--- src/rtl/seq_alu_if.sv ---
// Operand/result bundle for seq_alu.
// master: the side that issues operations and collects results.
// slave:  the ALU itself.
interface seq_alu_if #(
    parameter int WIDTH = 16
);
    logic             in_valid;
    logic             in_ready;
    logic [WIDTH-1:0] in1;
    logic [WIDTH-1:0] in2;
    logic [2:0]       alu_op;
    logic             out_valid;
    logic [WIDTH-1:0] alu_out;
    logic             z;
    logic             div_zero;

    modport master (
        output in_valid, in1, in2, alu_op,
        input  in_ready, out_valid, alu_out, z, div_zero
    );

    modport slave (
        input  in_valid, in1, in2, alu_op,
        output in_ready, out_valid, alu_out, z, div_zero
    );
endinterface

--- src/rtl/seq_alu.sv ---
// seq_alu: sequential unsigned ALU with a valid/ready operand port.
// Add, subtract (in2-in1), multiply (low half) and pass-through finish
// one cycle after accept.
// Define SEQ_ALU_DIV_EN to build the multi-cycle restoring divider for
// opcode 3; without it opcode 3 completes in one cycle with alu_out=0 and
// div_zero=1, and the block is always ready.
module seq_alu #(
    parameter int WIDTH = 16
) (
    input  logic      clk,
    input  logic      reset,
    seq_alu_if.slave  bus
);

    localparam logic [WIDTH-1:0] ALL_ONES = '1;
    localparam logic [2:0]       OP_DIV   = 3'd3;

    logic [WIDTH-1:0] fast_result;
    logic             out_valid_q;
    logic [WIDTH-1:0] alu_out_q;
    logic             z_q;
    logic             div_zero_q;

    // Result of every single-cycle opcode, taken straight from the inputs.
    always_comb begin
        fast_result = bus.in1 + bus.in2;
        case (bus.alu_op)
            3'd1:    fast_result = bus.in2 - bus.in1;
            3'd2:    fast_result = bus.in1 * bus.in2;
            3'd4:    fast_result = bus.in2;
            default: fast_result = bus.in1 + bus.in2;
        endcase
    end

`ifdef SEQ_ALU_DIV_EN

    localparam int CW = (WIDTH > 1) ? $clog2(WIDTH) : 1;

    typedef enum logic {
        IDLE = 1'b0,
        DIV  = 1'b1
    } state_t;

    state_t           state;
    logic             in_ready_q;
    logic [WIDTH-1:0] quo;
    logic [WIDTH-1:0] rem;
    logic [WIDTH-1:0] divisor;
    logic [CW-1:0]    count;

    logic [WIDTH:0]   rem_shift;
    logic             rem_ge;
    logic [WIDTH:0]   rem_sub;
    logic [WIDTH-1:0] rem_next;
    logic [WIDTH-1:0] quo_next;

    // One restoring step: shift the next dividend bit into the partial
    // remainder and subtract the divisor if it fits. The remainder is
    // always below the divisor afterwards, so WIDTH bits hold it.
    always_comb begin
        rem_shift = {rem, quo[WIDTH-1]};
        rem_ge    = (rem_shift >= {1'b0, divisor});
        rem_sub   = rem_shift - {1'b0, divisor};
        rem_next  = rem_ge ? rem_sub[WIDTH-1:0] : rem_shift[WIDTH-1:0];
        quo_next  = {quo[WIDTH-2:0], rem_ge};
    end

    // Control FSM plus registered result/flags; a divide occupies DIV for
    // WIDTH cycles and writes its quotient on the last step.
    always_ff @(posedge clk) begin
        if (reset) begin
            state       <= IDLE;
            in_ready_q  <= 1'b1;
            out_valid_q <= 1'b0;
            alu_out_q   <= '0;
            z_q         <= 1'b1;
            div_zero_q  <= 1'b0;
            quo         <= '0;
            rem         <= '0;
            divisor     <= '0;
            count       <= '0;
        end else begin
            case (state)
                IDLE: begin
                    out_valid_q <= 1'b0;
                    if (bus.in_valid) begin
                        if (bus.alu_op == OP_DIV) begin
                            if (bus.in2 == '0) begin
                                alu_out_q   <= ALL_ONES;
                                z_q         <= 1'b0;
                                div_zero_q  <= 1'b1;
                                out_valid_q <= 1'b1;
                            end else begin
                                state      <= DIV;
                                in_ready_q <= 1'b0;
                                quo        <= bus.in1;
                                rem        <= '0;
                                divisor    <= bus.in2;
                                count      <= '0;
                            end
                        end else begin
                            alu_out_q   <= fast_result;
                            z_q         <= (fast_result == '0);
                            div_zero_q  <= 1'b0;
                            out_valid_q <= 1'b1;
                        end
                    end
                end
                DIV: begin
                    out_valid_q <= 1'b0;
                    quo         <= quo_next;
                    rem         <= rem_next;
                    count       <= count + 1'b1;
                    if (count == CW'(WIDTH - 1)) begin
                        state       <= IDLE;
                        in_ready_q  <= 1'b1;
                        alu_out_q   <= quo_next;
                        z_q         <= (quo_next == '0);
                        div_zero_q  <= 1'b0;
                        out_valid_q <= 1'b1;
                    end
                end
                default: begin
                    state      <= IDLE;
                    in_ready_q <= 1'b1;
                end
            endcase
        end
    end

    assign bus.in_ready = in_ready_q;

`else

    // Single-cycle datapath; opcode 3 reports divide-unsupported as a
    // zero result with div_zero raised.
    always_ff @(posedge clk) begin
        if (reset) begin
            out_valid_q <= 1'b0;
            alu_out_q   <= '0;
            z_q         <= 1'b1;
            div_zero_q  <= 1'b0;
        end else begin
            out_valid_q <= bus.in_valid;
            if (bus.in_valid) begin
                if (bus.alu_op == OP_DIV) begin
                    alu_out_q  <= '0;
                    z_q        <= 1'b1;
                    div_zero_q <= 1'b1;
                end else begin
                    alu_out_q  <= fast_result;
                    z_q        <= (fast_result == '0);
                    div_zero_q <= 1'b0;
                end
            end
        end
    end

    assign bus.in_ready = 1'b1;

`endif

    assign bus.out_valid = out_valid_q;
    assign bus.alu_out   = alu_out_q;
    assign bus.z         = z_q;
    assign bus.div_zero  = div_zero_q;

endmodule

--- src/flat_wrapper.sv ---
// flat-port wrapper written by rule: the top's interface ports become plain ports
module seq_alu_flat 
#(
    parameter int WIDTH = 16
)
  (clk, reset, bus_in_valid, bus_in1, bus_in2, bus_alu_op, bus_in_ready, bus_out_valid, bus_alu_out, bus_z, bus_div_zero);
  seq_alu_if #(.WIDTH(WIDTH)) bus_i ();
  input  logic clk;
  input  logic reset;
  input wire logic [$bits(bus_i.in_valid)-1:0] bus_in_valid;
  input wire logic [$bits(bus_i.in1)-1:0] bus_in1;
  input wire logic [$bits(bus_i.in2)-1:0] bus_in2;
  input wire logic [$bits(bus_i.alu_op)-1:0] bus_alu_op;
  output wire logic [$bits(bus_i.in_ready)-1:0] bus_in_ready;
  output wire logic [$bits(bus_i.out_valid)-1:0] bus_out_valid;
  output wire logic [$bits(bus_i.alu_out)-1:0] bus_alu_out;
  output wire logic [$bits(bus_i.z)-1:0] bus_z;
  output wire logic [$bits(bus_i.div_zero)-1:0] bus_div_zero;
  assign bus_i.in_valid = bus_in_valid;
  assign bus_i.in1 = bus_in1;
  assign bus_i.in2 = bus_in2;
  assign bus_i.alu_op = bus_alu_op;
  assign bus_in_ready = bus_i.in_ready;
  assign bus_out_valid = bus_i.out_valid;
  assign bus_alu_out = bus_i.alu_out;
  assign bus_z = bus_i.z;
  assign bus_div_zero = bus_i.div_zero;
  seq_alu #(.WIDTH(WIDTH)) u_core (.clk(clk), .reset(reset), .bus(bus_i));
endmodule
--- config.mk ---
export PLATFORM = sky130hd
export DESIGN_NAME = seq_alu_flat
export DESIGN_NICKNAME = d
export VERILOG_FILES = /design/src/rtl/seq_alu_if.sv /design/src/rtl/seq_alu.sv /design/src/flat_wrapper.sv
export SDC_FILE = /design/constraint.sdc
export NUM_CORES = 1
export LEC_CHECK = 0
export ABC_CLOCK_PERIOD_IN_PS = 9400
export CORE_MARGIN = 1
export CORE_UTILIZATION = 50
export DETAILED_ROUTE_END_ITERATION = 7
export GPL_TIMING_DRIVEN = 1
export PLACE_DENSITY_LB_ADDON = 0.2
export SLEW_MARGIN = 20
export SYNTH_ARGS = -nofsm -noshare
export SYNTH_HDL_FRONTEND = slang
export SYNTH_SLANG_ARGS = --single-unit
export TNS_END_PERCENT = 20
--- constraint.sdc ---
create_clock -name clk -period 9.4 [get_ports clk]
set_clock_uncertainty 0.05 [all_clocks]
set_input_delay 1.88 -clock clk [delete_from_list [all_inputs] [get_ports clk]]
set_output_delay 1.88 -clock clk [all_outputs]
set_load 0.02 [all_outputs]
==> metrics.md <==
| Metric | Value |
|---|---|
| Crit path kind | `input pin to flop` |
| Antenna Nets Post-Route | `0` |
| Final setup viols | `0` |
| Status | `complete, no violations` |
| Hold crit path type | `flop to flop` |
| First drt pass iteration count | `4` |
| Core Box Area | `11600 um^2` |
| Root Buffer | `clkbuf_16` |
| Initial Util | `51.9%` |
| Rows | `39` |
| Final worst-path cycle share | `86.4%` |
| Die area | `12500 um^2` |
| Clk pin slew, worst setup/hold paths | `0.06 ns` |
| Syn. warnings | `0` |
| PortBufs | `56` |
| # IOs | `58` |
| Worst Hold Launch | `u_core.bus.div_zero$_SDFFE_PP0P_` |
| Area Overhead vs Synth | `12.0%` |
| Final net count | `965` |
| CTS Buf Count | `3` |
| Cell total after placement | `918` |
| WL final | `16600 um` |
| Finished Core Util | `58.2%` |
| Crit path DAT | `8.28 ns` |
| DP HPWL | `13200 um` |
| Clock sink total | `19` |
| CP Data Required Time | `9.55 ns` |
| Worst Max-Slew Pin Slew | `0.911 ns` |
| Die X-Extent | `112 um` |
| VDD IR max | `0.000224 V` |
| Fmax | `123 MHz` |
| Pleak | `3.10 nW` |
| First-pass GRT wire length | `27800 um` |
| Dpl cell area | `6650 um^2` |
| Max-cap violations | `0` |
| WL/cell | `18.0 um` |
| Max-slew violations | `0` |
| Ys async rst share | `0%` |
| H-Tree Depth | `1` |
| #FFs+latches synth | `19` |
| RSZ-0062 raised after global routing | `no` |
| Via/cell ratio | `5.81` |
| Path depth of the worst reg2reg path | `3` |
| DR iter-0 viols | `365` |
| EDFF count, synth | `0` |
| Die H | `112 um` |
| Syn Nets | `932` |
| Slowest-stage cell, CP | `clkdlybuf4s50_1` |
| Final min period | `8.12 ns` |
| Cts hold-fix bufs | `0` |
| Worst-path cell chain | `clkdlybuf4s50_1, nand2_1, fa_1, fa_1, fa_1, fa_1, inv_1, fa_1, inv_1, fa_1, inv_1, ha_1, a21oi_1, o21a_1, nand2_1, xor2_1, a221o_1, nor4_1, nor4b_2, a31o_1` |
| Hold WS | `0.450 ns` |
| Worst skew pair latency | `0.25 ns` |
| Vias | `5355` |
| Crit Path Max Fanout | `18` |
| Hold path depth | `2` |
| N_diodes | `0` |
| Gates resized, CTS repair | `0` |
| Clk buf depth | `2` |
| GPL Wtd Cong | `0.927` |
| Most used cell, CP | `fa_1` |
| Pwr/cell area | `245 nW/um^2` |
| Slowest stage delay, CP | `1.02 ns` |
| Hold Path End | `u_core.bus.div_zero$_SDFFE_PP0P_` |
| Vias in the first global route | `5593` |
| Reg-to-reg startpoint | `u_core.bus.z$_SDFFE_PP1P_` |
| Final Cell Area | `6730 um^2` |
| Final hold vios | `0` |
| Worst flop-to-flop path endpoint | `u_core.bus.z$_SDFFE_PP1P_` |
| Synthesized instance count | `747` |
| Syn Area/Cell | `8.04 um^2` |
| Sequential area share after synthesis | `6.33%` |
| CTS tree | `yes` |
| Area of the mapped netlist | `6010 um^2` |
| Post-synth top flop | `dfxtp_1` |
| DRC viols | `0` |
| Worst slew margin | `39.2%` |
| Worst setup SP type | `input pin` |
| Total Neg Setup Slack | `0 ns` |
| GRT Util Overall | `28.3%` |
| Synth cell types | `63` |
| Postcts setup bufs | `0` |
| Antenna violations before repair | `0` |
| Largest net degree at the start of global routing | `20` |
| Layout cells sized above 1 | `1.93%` |
| GRT overflow | `0` |
| Crit end category | `flop` |
| R2R Setup Slk | `8.55 ns` |
| Final std cells w/o fill | `922` |
layout by cell type (no fill, tap or decap), types with 6 or more instances in the layout:
master and instances:
inv_1 123, nand2_1 79, a22oi_1 13, and2_1 67
fa_1 81, ha_1 66, a21oi_1 29, dfxtp_1 19
nor2b_1 11, xor2_1 17, o22ai_1 7, nor2_1 44
o21a_1 6, o21ai_0 9, nand3_1 6, nand2b_1 6
xnor2_1 44, clkdlybuf4s50_1 56, nor3_1 14
through the flow:
| step | worst slack (ns) | power, mW |
|---|---|---|
| finish | 1.28 | 1.65 |
| global route | 0.952 | 1.83 |
| CTS | 1.27 | 1.64 |
| detailed placement | 0.998 | 1.54 |
| global placement | 1.14 | 1.51 |
| floorplan | 2.23 | 1.17 |
layer usage:
metal | vias to the layer above | global-route usage (%) | share of wire (%)
met5 | - | 0 | 0
met4 | 0 | 8.56 | 2.3
met3 | 39 | 2.67 | 6.8
met2 | 208 | 50.6 | 49
met1 | 2642 | 36.1 | 42
li1 | 2466 | - | -
synth_stat cells (6+ instances only):
master	count	area, um^2
xor2_1	17	149
inv_1	123	462
nand2_1	79	297
o21a_1	6	45.0
and2_1	67	419
nor2_1	44	165
a22oi_1	13	97.6
o21ai_0	9	45.0
fa_1	81	1620
xnor2_1	44	385
nor3_1	14	70.1
dfxtp_1	19	380
nand2b_1	6	37.5
nor2b_1	11	68.8
clkbuf_1	28	105
o22ai_1	7	43.8
a21oi_1	29	145
nand3_1	6	30.0
ha_1	66	826
logic make-up after synthesis:
group,synth area share [%]
other,0.0624
DFF,6.33
adders and majority gates,40.8
and+or+nand+nor,20.4
muxes,0.333
buffers and inverters,9.83
AOI/OAI and AO/OA,13.4
xor gates and xnor gates,8.90
sequential cells by signal, indices dropped and copies added, names as in the netlist:
| name | cells |
|---|---|
| u_core.bus.alu_out | 16 |
| u_core.bus.div_zero | 1 |
| u_core.bus.out_valid | 1 |
| u_core.bus.z | 1 |
how the worst max path moves through the flow:
stage | start | to | slack, ns | depth (start not counted)
CTS | bus_in2[1] | u_core.bus.z$_SDFFE_PP1P_ | 1.27 | 20
detailed placement | bus_in2[1] | u_core.bus.z$_SDFFE_PP1P_ | 1.0 | 20
global route | bus_in2[1] | u_core.bus.z$_SDFFE_PP1P_ | 0.95 | 21
global placement | bus_in2[1] | u_core.bus.z$_SDFFE_PP1P_ | 1.14 | 20
finish | bus_in2[1] | u_core.bus.z$_SDFFE_PP1P_ | 1.28 | 20
floorplan | bus_in1[10] | u_core.bus.z$_SDFFE_PP1P_ | 2.23 | 20
critical path, delay by kind of cell:
family	cells	cell delay, ns
AO/OA/AOI/OAI	4	0.92
XOR/XNOR	1	0.18
adder cells (fa/ha/maj)	7	3.40
buffers and inverters	4	1.16
AND/OR/NAND/NOR	4	0.74
cell type report:
| type | instances | area (um^2) |
|---|---|---|
| multi-input combinational | 572 | 5030 |
| clock buffer | 3 | 75.1 |
| sequential | 19 | 380 |
| tap | 143 | 179 |
| clock inverter | 1 | 7.51 |
| timing repair buffer | 59 | 583 |
| inverter | 125 | 469 |
| fill | 1052 | 4840 |
power by group:
group | internal (mW) | total [mW] | switching [mW]
registers | 0.0921 | 0.0981 | 0.00605
clock network | 0.0576 | 0.0911 | 0.0335
logic | 0.624 | 1.46 | 0.833
total | 0.774 | 1.65 | 0.872
(Power assumes the default switching activity.)
